[config.mk]
export PLATFORM = sky130hd
export DESIGN_NAME = uart_boot_ctrl_flat
export DESIGN_NICKNAME = d
export VERILOG_FILES = /design/src/rtl/uart_boot_ctrl_pkg.sv /design/src/rtl/uart_boot_ctrl_if.sv /design/src/rtl/uart_boot_ctrl_timeout.sv /design/src/rtl/uart_boot_ctrl.sv /design/src/flat_wrapper.sv
export SDC_FILE = /design/constraint.sdc
export NUM_CORES = 1
export LEC_CHECK = 0
export BUFFER_PORTS_ARGS = -buffer_cell sky130_fd_sc_hd__buf_2
export CORE_ASPECT_RATIO = 0.5
export CORE_MARGIN = 5
export CORE_UTILIZATION = 60
export DETAILED_ROUTE_END_ITERATION = 16
export PLACE_DENSITY = 0.81
export SKIP_LAST_GASP = 1
export SYNTH_ARGS = -nofsm -noshare
export SYNTH_HDL_FRONTEND = slang
export SYNTH_SLANG_ARGS = --single-unit
[constraint.sdc]
create_clock -name CLK -period 3.7 [get_ports CLK]
set_input_delay 0.74 -clock CLK [delete_from_list [all_inputs] [get_ports CLK]]
set_output_delay 0.74 -clock CLK [all_outputs]
set_load 0.01 [all_outputs]
[src/rtl/uart_boot_ctrl_pkg.sv]
// Shared definitions for the UART boot loader.
//   state_t    : loader/run sequencer state encoding
//   SYNC_BYTE  : frame start marker
//   ACK_BYTE   : response sent after a frame whose checksum matches
//   NAK_BYTE   : response sent after any frame error
//   in_frame() : true for the states in which the inter-byte timeout runs
package boot_pkg;

    typedef enum logic [3:0] {
        ST_IDLE  = 4'd0,
        ST_CNT_L = 4'd1,
        ST_CNT_H = 4'd2,
        ST_INS_L = 4'd3,
        ST_INS_H = 4'd4,
        ST_CHK   = 4'd5,
        ST_ACK   = 4'd6,
        ST_ERR   = 4'd7,
        ST_DONE  = 4'd8,
        ST_RUN   = 4'd9
    } state_t;

    localparam logic [7:0] SYNC_BYTE = 8'hA5;
    localparam logic [7:0] ACK_BYTE  = 8'h06;
    localparam logic [7:0] NAK_BYTE  = 8'h15;

    function automatic logic in_frame(input state_t s);
        return (s == ST_CNT_L) || (s == ST_CNT_H) || (s == ST_INS_L) ||
               (s == ST_INS_H) || (s == ST_CHK);
    endfunction

endpackage

[src/rtl/uart_boot_ctrl_if.sv]
// Byte and instruction-memory bus between the boot loader and its neighbours.
//   rx_byte/rx_valid       : byte stream from uart_rx (1-cycle strobe, no back-pressure)
//   tx_byte/tx_valid/tx_ready : response byte to uart_tx
//   imem_we/imem_addr/imem_wdata : instruction write port
// Handshake: tx_valid/tx_byte stay stable while tx_valid=1 and tx_ready=0; the byte
// is taken on the first rising CLK edge where tx_valid=1 and tx_ready=1. rx_valid has
// no ready: a byte is consumed (or ignored) in the cycle its strobe is high.
// master = boot loader side, slave = uart/memory side.
interface uart_boot_ctrl_if #(
    parameter int ADDR_W = 8
);
    logic [7:0]        rx_byte;
    logic              rx_valid;
    logic [7:0]        tx_byte;
    logic              tx_valid;
    logic              tx_ready;
    logic              imem_we;
    logic [ADDR_W-1:0] imem_addr;
    logic [15:0]       imem_wdata;

    modport master (
        input  rx_byte, rx_valid, tx_ready,
        output tx_byte, tx_valid, imem_we, imem_addr, imem_wdata
    );

    modport slave (
        output rx_byte, rx_valid, tx_ready,
        input  tx_byte, tx_valid, imem_we, imem_addr, imem_wdata
    );
endinterface

[src/rtl/uart_boot_ctrl_timeout.sv]
// Inter-byte timeout counter.
//   CLK, RESET : clock, async active-low reset
//   clr        : restart from zero (a byte arrived)
//   en         : count while high; held at zero while low
//   expired    : counter has reached TIMEOUT_CYC-1 and was not cleared this cycle
module boot_timeout #(
    parameter int TIMEOUT_CYC = 500000
) (
    input  logic CLK,
    input  logic RESET,
    input  logic clr,
    input  logic en,
    output logic expired
);
    localparam int CW = (TIMEOUT_CYC > 1) ? $clog2(TIMEOUT_CYC) : 1;
    localparam logic [CW-1:0] LAST = CW'(TIMEOUT_CYC - 1);

    logic [CW-1:0] cnt;

    always_ff @(posedge CLK or negedge RESET) begin
        if (!RESET) begin
            cnt <= '0;
        end else if (clr || !en) begin
            cnt <= '0;
        end else if (cnt != LAST) begin
            // Saturate: the FSM leaves the frame the cycle after expiry anyway.
            cnt <= cnt + CW'(1);
        end
    end

    assign expired = en && !clr && (cnt == LAST);
endmodule

[src/rtl/uart_boot_ctrl.sv]
// Framed UART boot loader and CPU run sequencer.
// Frame: A5, CNT_L, CNT_H, {INS_L, INS_H} x CNT, CHK (little-endian),
// CHK = 8-bit sum of every byte after the sync byte.
//   CLK, RESET  : clock, async active-low reset
//   reload_n    : sync active-low abort back to IDLE (highest priority)
//   run_start   : 1-cycle request, honoured only in DONE
//   bus         : rx byte stream, tx response handshake, imem write port
//   cpu_rst     : core reset, low only in DONE/RUN
//   cpu_run     : core write enable, high only in RUN
//   load_err    : sticky error, cleared by a new sync byte or reload_n
//   busy        : high from CNT_L through ACK
//   dbg_state   : current FSM state
module uart_boot_ctrl
    import boot_pkg::*;
#(
    parameter int ADDR_W      = 8,
    parameter int TIMEOUT_CYC = 500000
) (
    input  logic                CLK,
    input  logic                RESET,
    input  logic                reload_n,
    input  logic                run_start,
    uart_boot_ctrl_if.master    bus,
    output logic                cpu_rst,
    output logic                cpu_run,
    output logic                load_err,
    output logic                busy,
    output state_t              dbg_state
);
    // 17 bits holds both a 16-bit count and DEPTH for ADDR_W up to 16.
    localparam int CW = 17;
    localparam logic [CW-1:0] DEPTH = CW'(2 ** ADDR_W);

    state_t            state_q, state_d;
    logic [7:0]        lo_q;
    logic [15:0]       cnt_q;
    logic [ADDR_W-1:0] idx_q;
    logic [7:0]        sum_q;
    logic              imem_we_q;
    logic [ADDR_W-1:0] imem_addr_q;
    logic [15:0]       imem_wdata_q;
    logic              load_err_q;
    logic              expired;

    logic [15:0] word_in;
    logic        last_ins;
    logic        tx_valid_c;
    logic [7:0]  tx_byte_c;

    assign word_in  = {bus.rx_byte, lo_q};
    assign last_ins = ((CW'(idx_q) + CW'(1)) == CW'(cnt_q));

    boot_timeout #(.TIMEOUT_CYC(TIMEOUT_CYC)) u_timeout (
        .CLK     (CLK),
        .RESET   (RESET),
        .clr     (bus.rx_valid),
        .en      (in_frame(state_q)),
        .expired (expired)
    );

    always_ff @(posedge CLK or negedge RESET) begin
        if (!RESET) state_q <= ST_IDLE;
        else        state_q <= state_d;
    end

    always_comb begin
        state_d    = state_q;
        tx_valid_c = 1'b0;
        tx_byte_c  = 8'h00;
        cpu_rst    = 1'b1;
        cpu_run    = 1'b0;
        busy       = 1'b0;

        if (!reload_n) begin
            state_d = ST_IDLE;
        end else begin
            case (state_q)
                ST_IDLE:  if (bus.rx_valid && bus.rx_byte == SYNC_BYTE) state_d = ST_CNT_L;
                ST_CNT_L: if (bus.rx_valid) state_d = ST_CNT_H;
                ST_CNT_H: if (bus.rx_valid) begin
                    if ({1'b0, word_in} > DEPTH) state_d = ST_ERR;
                    else if (word_in == 16'd0)   state_d = ST_CHK;
                    else                         state_d = ST_INS_L;
                end
                ST_INS_L: if (bus.rx_valid) state_d = ST_INS_H;
                ST_INS_H: if (bus.rx_valid) state_d = last_ins ? ST_CHK : ST_INS_L;
                ST_CHK:   if (bus.rx_valid) state_d = (bus.rx_byte == sum_q) ? ST_ACK : ST_ERR;
                ST_ACK:   if (bus.tx_ready) state_d = ST_DONE;
                ST_ERR:   if (bus.tx_ready) state_d = ST_IDLE;
                ST_DONE:  if (run_start) state_d = ST_RUN;
                ST_RUN:   state_d = ST_RUN;
                default:  state_d = ST_IDLE;
            endcase
            // A byte landing in the expiry cycle takes precedence.
            if (in_frame(state_q) && !bus.rx_valid && expired) state_d = ST_ERR;
        end

        case (state_q)
            ST_ACK: begin tx_valid_c = 1'b1; tx_byte_c = ACK_BYTE; end
            ST_ERR: begin tx_valid_c = 1'b1; tx_byte_c = NAK_BYTE; end
            ST_DONE: cpu_rst = 1'b0;
            ST_RUN: begin cpu_rst = 1'b0; cpu_run = 1'b1; end
            default: ;
        endcase
        busy = (state_q >= ST_CNT_L) && (state_q <= ST_ACK);
    end

    always_ff @(posedge CLK or negedge RESET) begin
        if (!RESET) begin
            lo_q         <= 8'h00;
            cnt_q        <= 16'h0000;
            idx_q        <= '0;
            sum_q        <= 8'h00;
            imem_we_q    <= 1'b0;
            imem_addr_q  <= '0;
            imem_wdata_q <= 16'h0000;
            load_err_q   <= 1'b0;
        end else begin
            imem_we_q <= 1'b0;
            if (!reload_n) begin
                load_err_q <= 1'b0;
            end else begin
                if (state_d == ST_ERR && state_q != ST_ERR) load_err_q <= 1'b1;
                if (bus.rx_valid) begin
                    case (state_q)
                        ST_IDLE: if (bus.rx_byte == SYNC_BYTE) begin
                            sum_q      <= 8'h00;
                            load_err_q <= 1'b0;
                        end
                        ST_CNT_L, ST_INS_L: begin
                            lo_q  <= bus.rx_byte;
                            sum_q <= sum_q + bus.rx_byte;
                        end
                        ST_CNT_H: begin
                            cnt_q <= word_in;
                            idx_q <= '0;
                            sum_q <= sum_q + bus.rx_byte;
                        end
                        ST_INS_H: begin
                            imem_we_q    <= 1'b1;
                            imem_addr_q  <= idx_q;
                            imem_wdata_q <= word_in;
                            idx_q        <= idx_q + ADDR_W'(1);
                            sum_q        <= sum_q + bus.rx_byte;
                        end
                        default: ;
                    endcase
                end
            end
        end
    end

    assign bus.tx_valid   = tx_valid_c;
    assign bus.tx_byte    = tx_byte_c;
    assign bus.imem_we    = imem_we_q;
    assign bus.imem_addr  = imem_addr_q;
    assign bus.imem_wdata = imem_wdata_q;
    assign load_err       = load_err_q;
    assign dbg_state      = state_q;
endmodule
[src/flat_wrapper.sv]
// flat-port wrapper written by rule: the top's interface ports become plain ports
module uart_boot_ctrl_flat import boot_pkg::*;
#(
    parameter int ADDR_W      = 8,
    parameter int TIMEOUT_CYC = 500000
)
  (CLK, RESET, reload_n, run_start, cpu_rst, cpu_run, load_err, busy, dbg_state, bus_rx_byte, bus_rx_valid, bus_tx_ready, bus_tx_byte, bus_tx_valid, bus_imem_we, bus_imem_addr, bus_imem_wdata);
  uart_boot_ctrl_if #(.ADDR_W(ADDR_W)) bus_i ();
  input  logic CLK;
  input  logic RESET;
  input  logic reload_n;
  input  logic run_start;
  output logic cpu_rst;
  output logic cpu_run;
  output logic load_err;
  output logic busy;
  output state_t dbg_state;
  input wire logic [$bits(bus_i.rx_byte)-1:0] bus_rx_byte;
  input wire logic [$bits(bus_i.rx_valid)-1:0] bus_rx_valid;
  input wire logic [$bits(bus_i.tx_ready)-1:0] bus_tx_ready;
  output wire logic [$bits(bus_i.tx_byte)-1:0] bus_tx_byte;
  output wire logic [$bits(bus_i.tx_valid)-1:0] bus_tx_valid;
  output wire logic [$bits(bus_i.imem_we)-1:0] bus_imem_we;
  output wire logic [$bits(bus_i.imem_addr)-1:0] bus_imem_addr;
  output wire logic [$bits(bus_i.imem_wdata)-1:0] bus_imem_wdata;
  assign bus_i.rx_byte = bus_rx_byte;
  assign bus_i.rx_valid = bus_rx_valid;
  assign bus_i.tx_ready = bus_tx_ready;
  assign bus_tx_byte = bus_i.tx_byte;
  assign bus_tx_valid = bus_i.tx_valid;
  assign bus_imem_we = bus_i.imem_we;
  assign bus_imem_addr = bus_i.imem_addr;
  assign bus_imem_wdata = bus_i.imem_wdata;
  uart_boot_ctrl #(.ADDR_W(ADDR_W), .TIMEOUT_CYC(TIMEOUT_CYC)) u_core (.CLK(CLK), .RESET(RESET), .reload_n(reload_n), .run_start(run_start), .bus(bus_i), .cpu_rst(cpu_rst), .cpu_run(cpu_run), .load_err(load_err), .busy(busy), .dbg_state(dbg_state));
endmodule
* After elaboration in Yosys (flattened, before gate mapping)
Index checks and enable logic that the tools add are counted.
** Operators by class
- Add/sub/neg operators :: 4
- Multiply operators :: 0
- Div/mod/pow operators :: 0
- Magnitude comparators :: 3
- Equal/unequal tests :: 17
- Shifts and indexed selects :: 0
- Mux-type cells :: 33
- Bitwise operators :: 0
- Reduce and logical (&&, ||, !) cells :: 27
** Operator list (number)
- 4-bit 2-to-1 mux :: 12
- 4-bit one-hot mux with 10 select lines :: 1
- 19-bit 2-to-1 mux :: 2
- 8-bit one-hot mux with 2 select lines :: 2
- 4-bit by 3-bit == test with 1-bit output (second input constant) :: 5
- 19-bit by 1-bit adder with 19-bit output (second input constant) :: 1
- 19-bit == test (second input constant) :: 1
- 19-bit inequality test (second input constant) :: 1
- 17-bit by 16-bit == test with 1-bit output :: 1
- 16-bit by 9-bit > comparator with 1-bit output (second input constant) :: 1
- 16-bit logical NOT :: 1
- 1-bit 2-to-1 mux :: 12
- 3-bit AND reduction :: 4
- 5-bit one-hot mux with 2 select lines :: 1
- 8-bit by 1-bit adder with 9-bit output (second input constant) :: 1
- 8-bit by 1-bit adder with 8-bit output (second input constant) :: 1
- 8-bit adder :: 1
- 4-bit by 2-bit == test with 1-bit output (second input constant) :: 2
- 4-bit == test (second input constant) :: 2
- 8-bit == test :: 1
- 8-bit == test (second input constant) :: 1
- 8-bit 2-to-1 mux :: 1
- 1-bit logical AND :: 6
- 3-bit 2-to-1 mux :: 2
- other kinds (12) :: 21
** Storage, ports and cells
- Bits in registers :: 89
- Latch bits :: 0
- Bits in writable memories :: 0
- Bits in read-only memories :: 0
- Input port bits :: 14
- Output and inout port bits :: 42
- Word-level logic and storage cells :: 94
- Memories kept :: 0

* Logic depth before layout (Yosys ltp)
- Depth in word-level cells :: 17
- Mapped depth :: 10
- Gate-level depth less buffers :: 10

* By module
A second synthesis with hierarchy kept.
** Second synthesis, totals
- Cells, all modules :: 511
- Area total of the unflattened synthesis :: 4783.3 um^2
** Modules (own cells, without submodules)
- uart_boot_ctrl :: instances 1, cells an instance 392, area an instance 3701.0 um^2, sequential area each 1751.7 um^2
- boot_timeout :: instances 1, cells an instance 119, area an instance 1082.3 um^2, sequential area each 475.5 um^2

* Worst setup path before layout
No wires, ideal clock.
- Path kind :: input -> register
- From :: in bus_rx_byte[1]
- To :: reg u_core.sum_q[7]
- Library setup time :: 0.116 ns
- Arrival :: 2.478 ns
- Required time :: 3.584 ns
- Path slack :: 1.106 ns
- Cell stages on the path :: 8
- Buffers on the path :: 0
- Cell sequence :: ha_1 a21o_1 a21oi_1 o21bai_1 a2111o_1 a21o_1 and2_1 o311ai_0
** On the way
- Word-level cells in the longest chain between the ends :: 3
- Elaborated cells on any way between the ends :: 5
- Those cells by class :: add/sub (1); eq/ne (2); mux (1); reduce/logical (1)
** Ends and longest elaborated chain
- start: declaration :: line flat_wrapper.sv:18 : input wire logic [$bits(bus_i.rx_byte)-1:0] bus_rx_byte;
- parallel branches: the longest is 3 deep, another holds 8-bit adder
- end signal: assignment :: line uart_boot_ctrl.sv:132 : sum_q <= sum_q + bus.rx_byte;
- end signal: assignment :: line uart_boot_ctrl.sv:137 : sum_q <= sum_q + bus.rx_byte;
- end signal: assignment :: line uart_boot_ctrl.sv:144 : sum_q <= sum_q + bus.rx_byte;
- end: declaration :: line uart_boot_ctrl.sv:38 : logic [7:0] sum_q;
Several ways; the timed one is not identified.
A chain may end at the register's enable or synchronous reset.

* Final worst setup path
- From :: reg u_core.u_timeout.cnt[6]
- To :: reg u_core.load_err_q, in the netlist u_core.load_err
** On the way
- Word-level cells in the longest chain between the ends :: 12
** Ends and longest elaborated chain
- start: declaration :: line uart_boot_ctrl_timeout.sv:18 : logic [CW-1:0] cnt;
- start signal: assignment :: line uart_boot_ctrl_timeout.sv:27 : cnt <= cnt + CW'(1);
- 19-bit == test * :: line uart_boot_ctrl_timeout.sv:31 : assign expired = en && !clr && (cnt == LAST);
- 1-bit logical AND * :: line uart_boot_ctrl_timeout.sv:31
- 1-bit logical AND * :: line uart_boot_ctrl.sv:95 : if (in_frame(state_q) && !bus.rx_valid && expired) state_d = ST_ERR;
- 4-bit 2-to-1 mux * :: line uart_boot_ctrl.sv:95
- 4-bit 2-to-1 mux * :: line uart_boot_ctrl.sv:74 : if (!reload_n) begin
- 4-bit by 3-bit == test with 1-bit output * :: line uart_boot_ctrl.sv:123 : if (state_d == ST_ERR && state_q != ST_ERR) load_err_q <= 1'b1;
- 1-bit logical AND * :: line uart_boot_ctrl.sv:123
- 1-bit 2-to-1 mux * :: line uart_boot_ctrl.sv:123
- 1-bit 2-to-1 mux :: line uart_boot_ctrl.sv:126 : ST_IDLE: if (bus.rx_byte == SYNC_BYTE) begin
- 1-bit 2-to-1 mux :: line uart_boot_ctrl.sv:125 : case (state_q)
- 1-bit 2-to-1 mux * :: line uart_boot_ctrl.sv:124 : if (bus.rx_valid) begin
- 1-bit 2-to-1 mux * :: line uart_boot_ctrl.sv:120 : if (!reload_n) begin
- end signal: assignment :: line uart_boot_ctrl.sv:121 : load_err_q <= 1'b0;
- end signal: assignment :: line uart_boot_ctrl.sv:123
- end signal: assignment :: line uart_boot_ctrl.sv:128 : load_err_q <= 1'b0;
- end: declaration :: line uart_boot_ctrl.sv:42 : logic load_err_q;
Mark *: on every way between the ends. The rest lies on a longest branch, timed or not.

==> results.yml <==
critical_path:
  end_kind: "flop"
  rrSetupSlack_ns: 1.08
  criticalPathCategory: "flop to flop"
  critPathLaunchType: "flop"
  cp_max_fo: 6
  r2r_cells: 7
  cp_cell_sequence: "or4b_1 > or4_4 > or2_1 > o22ai_4 > a21oi_2 > and3_4 > o41ai_2"
  r2r_start: "u_core.u_timeout.cnt[6]"
  cpPeakStageDelay_ns: 0.52
  arrival_ns: 2.86
  cp.required_ns: 3.94
  crit_slowest_cell: "or4b_1"
  r2r-end: "u_core.load_err"
run_status:
  status: "completed"
clock_tree:
  cts_tree: "done"
  cts-buffers-inserted: 9
  cts_post_setup_buffers_inserted: 0
  cts-resized-gates: 0
  clockBufferDepth: 2
  clock_latency_ns: 0.34
  htree_levels: 3
  cts_sinks: 89
  cts_hold_buf: 0
  clock-root-buffer: "clkbuf_16"
  path_clk_slew_ns: 0.07
place:
  gp_congestion: 0.850
  place_inst: 609
  dp_hpwl_um: 6710
  io_buffers: 51
  placed_cell_area_sq_um: 4900
global_route:
  grt_pass1_vias: 3416
  grt_overflow: 0
  grt_pass1_wl_um: 16700
  grt_max_degree: 74
  antenna_found_initial: 0
  grt_use_total_pct: 21.7
final_layout:
  syn_to_final_growth_pct: 13.2
  final_nets: 548
  final_area_sq_um: 5230
  diodes: 0
  drive_above_1_share_pct: 20.2
  utilization_pct: 70.7
  final_common_cell: "nand2_1"
  final_cell_count_no_fill: 625
  most-common-layout-cells: "nand2_1, dfrtp_1, buf_2"
floorplan:
  rows: 22
  die_h_um: 72.1
  dieArea_sq_um: 9670
  ios: 56
  core_area_sq_um: 7400
  initial_utilization_pct: 62.5
  fp.dieW_um: 134
sta:
  worst_pin_slew_ns: 0.905
  rsz0062_at_grt: "no"
  fin_worst_skew_ns: 0.00578
  min_period_over_period_pct: 70.8
  fmax_mhz: 382
  finalHoldViolations: 0
  tns_ns: 0
  relSlewSlack_pct: 39.6
  period_minus_slack_ns: 2.62
  setup_viol: 0
  final_max_slew_viol_count: 0
synthesis:
  synth_top_family_by_area: "simple AND/OR/NAND/NOR gates"
  syn-cell-area_sq_um: 4620
  avgSynthCellArea_sq_um: 9.57
  synth_xor_area_share_pct: 6.82
  ys_seq_elements: 89
  synth_compound_gate_area_share_pct: 9.12
  ys.flop_type: "dfrtp_1"
  synth_seq_area_share_pct: 48.2
  synthCells: 483
  ys_warn_count: 0
  synth_simple_gate_area_share_pct: 23.4
  synth_edf_count: 0
  synth_fa_ha_area_share_pct: 2.87
  synth_cell_types: 60
  synth_mux_area_share_pct: 5.57
  async_flop_share_pct: 100
detailed_routing:
  dr.first_iter.drc_count: 341
  firstDrtPassIters: 5
  wirelength_um: 9830
  vias: 3571
  vias_per_cell: 5.71
  drc_errors: 0
  route.antenna.remaining_nets: 0
  wl_per_cell_um: 15.7
min_path:
  holdPathStages: 2
  worstHoldPathType: "flop to flop"
  min_to: "u_core.bus.imem_addr[2]"
  min-delay-start: "u_core.bus.imem_addr[2]"
flow_run:
  drv_cap: 0
pwr:
  power_density_nw_per_um2: 431
  peakVddDrop_v: 0.000294
  leakage_nw: 2.59
[worst max-delay path by stage]
stage,start,end,cells past startpoint
finish,u_core.u_timeout.cnt[6],u_core.load_err,7
global route,u_core.idx_q[2],u_core.load_err,7
CTS,u_core.u_timeout.cnt[6],u_core.load_err,7
detailed placement,bus_rx_byte[1],u_core.sum_q[7],9
global placement,bus_rx_byte[1],u_core.sum_q[7],9
floorplan,bus_rx_byte[1],u_core.sum_q[7],8
[cell type report]
type,instances,area (sq um)
sequential,89,2230
multi-input combinational,357,2220
fill,558,2170
timing repair buffer,55,288
clock buffer,9,225
tap,96,120
clock inverter,7,104
inverter,12,45.0
[synthesized netlist by cell type (all sizes together), types with 2 or more instances]
master | count | area [sq um]
nor2b | 5 | 31.3
or2 | 3 | 18.8
o21ai | 18 | 90.1
or3 | 2 | 12.5
xnor2 | 18 | 158
nand2 | 102 | 383
nand4 | 9 | 56.3
a21o | 4 | 30.0
or4 | 3 | 26.3
o31ai | 4 | 30.0
nor4b | 3 | 26.3
xor2 | 18 | 158
nor4 | 4 | 25.0
o311ai | 2 | 17.5
buf | 14 | 86.3
clkbuf | 14 | 52.6
a21oi | 9 | 48.8
a2111o | 2 | 22.5
nor2 | 33 | 124
or3b | 3 | 26.3
dfrtp | 89 | 2230
nand3 | 25 | 130
o41ai | 2 | 25.0
nor3 | 10 | 50.1
mux2 | 22 | 248
a22o | 4 | 35.0
nand2b | 3 | 18.8
o21a | 2 | 15.0
and3 | 8 | 55.1
nor3b | 4 | 30.0
and2 | 5 | 31.3
ha | 9 | 113
inv | 12 | 45.0
[power by group]
group          internal, mW  switching, mW  leakage, nW
logic                0.0896          0.110         1.21
clock network         0.598          0.396        0.154
registers              1.02         0.0432         1.23
[registers in the layout (all words and copies together), names as in the netlist]
signal	cells
u_core.bus.imem_we	1
u_core.cnt_q	16
u_core.dbg_state	4
u_core.sum_q	8
u_core.load_err	1
u_core.lo_q	8
u_core.bus.imem_wdata	16
u_core.bus.imem_addr	8
u_core.idx_q	8
u_core.u_timeout.cnt	19
[worst max-delay path: cells and delay by family, from the launching register on]
family,cells,cell delay [ns]
and+or+nand+nor,4,1.56
AOI/OAI and AO/OA,3,0.54
DFF,1,0.42
[through the flow]
stage / hold WS (ns) / worst slack [ns] / power, mW
detailed placement: 0.457 / 0.825 / 1.28
global placement: 0.451 / 0.928 / 1.27
finish: 0.470 / 1.08 / 2.26
floorplan: 0.444 / 1.11 / 1.20
global route: 0.498 / 0.894 / 2.35
CTS: 0.473 / 1.07 / 2.27
[logic make-up after synthesis]
kind of cell	Yosys count
other	1
AOI/OAI and AO/OA	58
and+or+nand+nor	226
muxes	23
adders and majority gates	10
buffers and inverters	40
DFF	89
xor gates and xnor gates	36
[routing by layer]
metal	GRT usage [%]	vias to the layer above	share of wire, %
li1	-	1742	-
met1	30.9	1723	48
met2	33.9	96	46
met5	0	-	0
met4	5.42	0	0.79
met3	5.33	10	5.3
No activity file was read; power rests on OpenSTA's default activity.
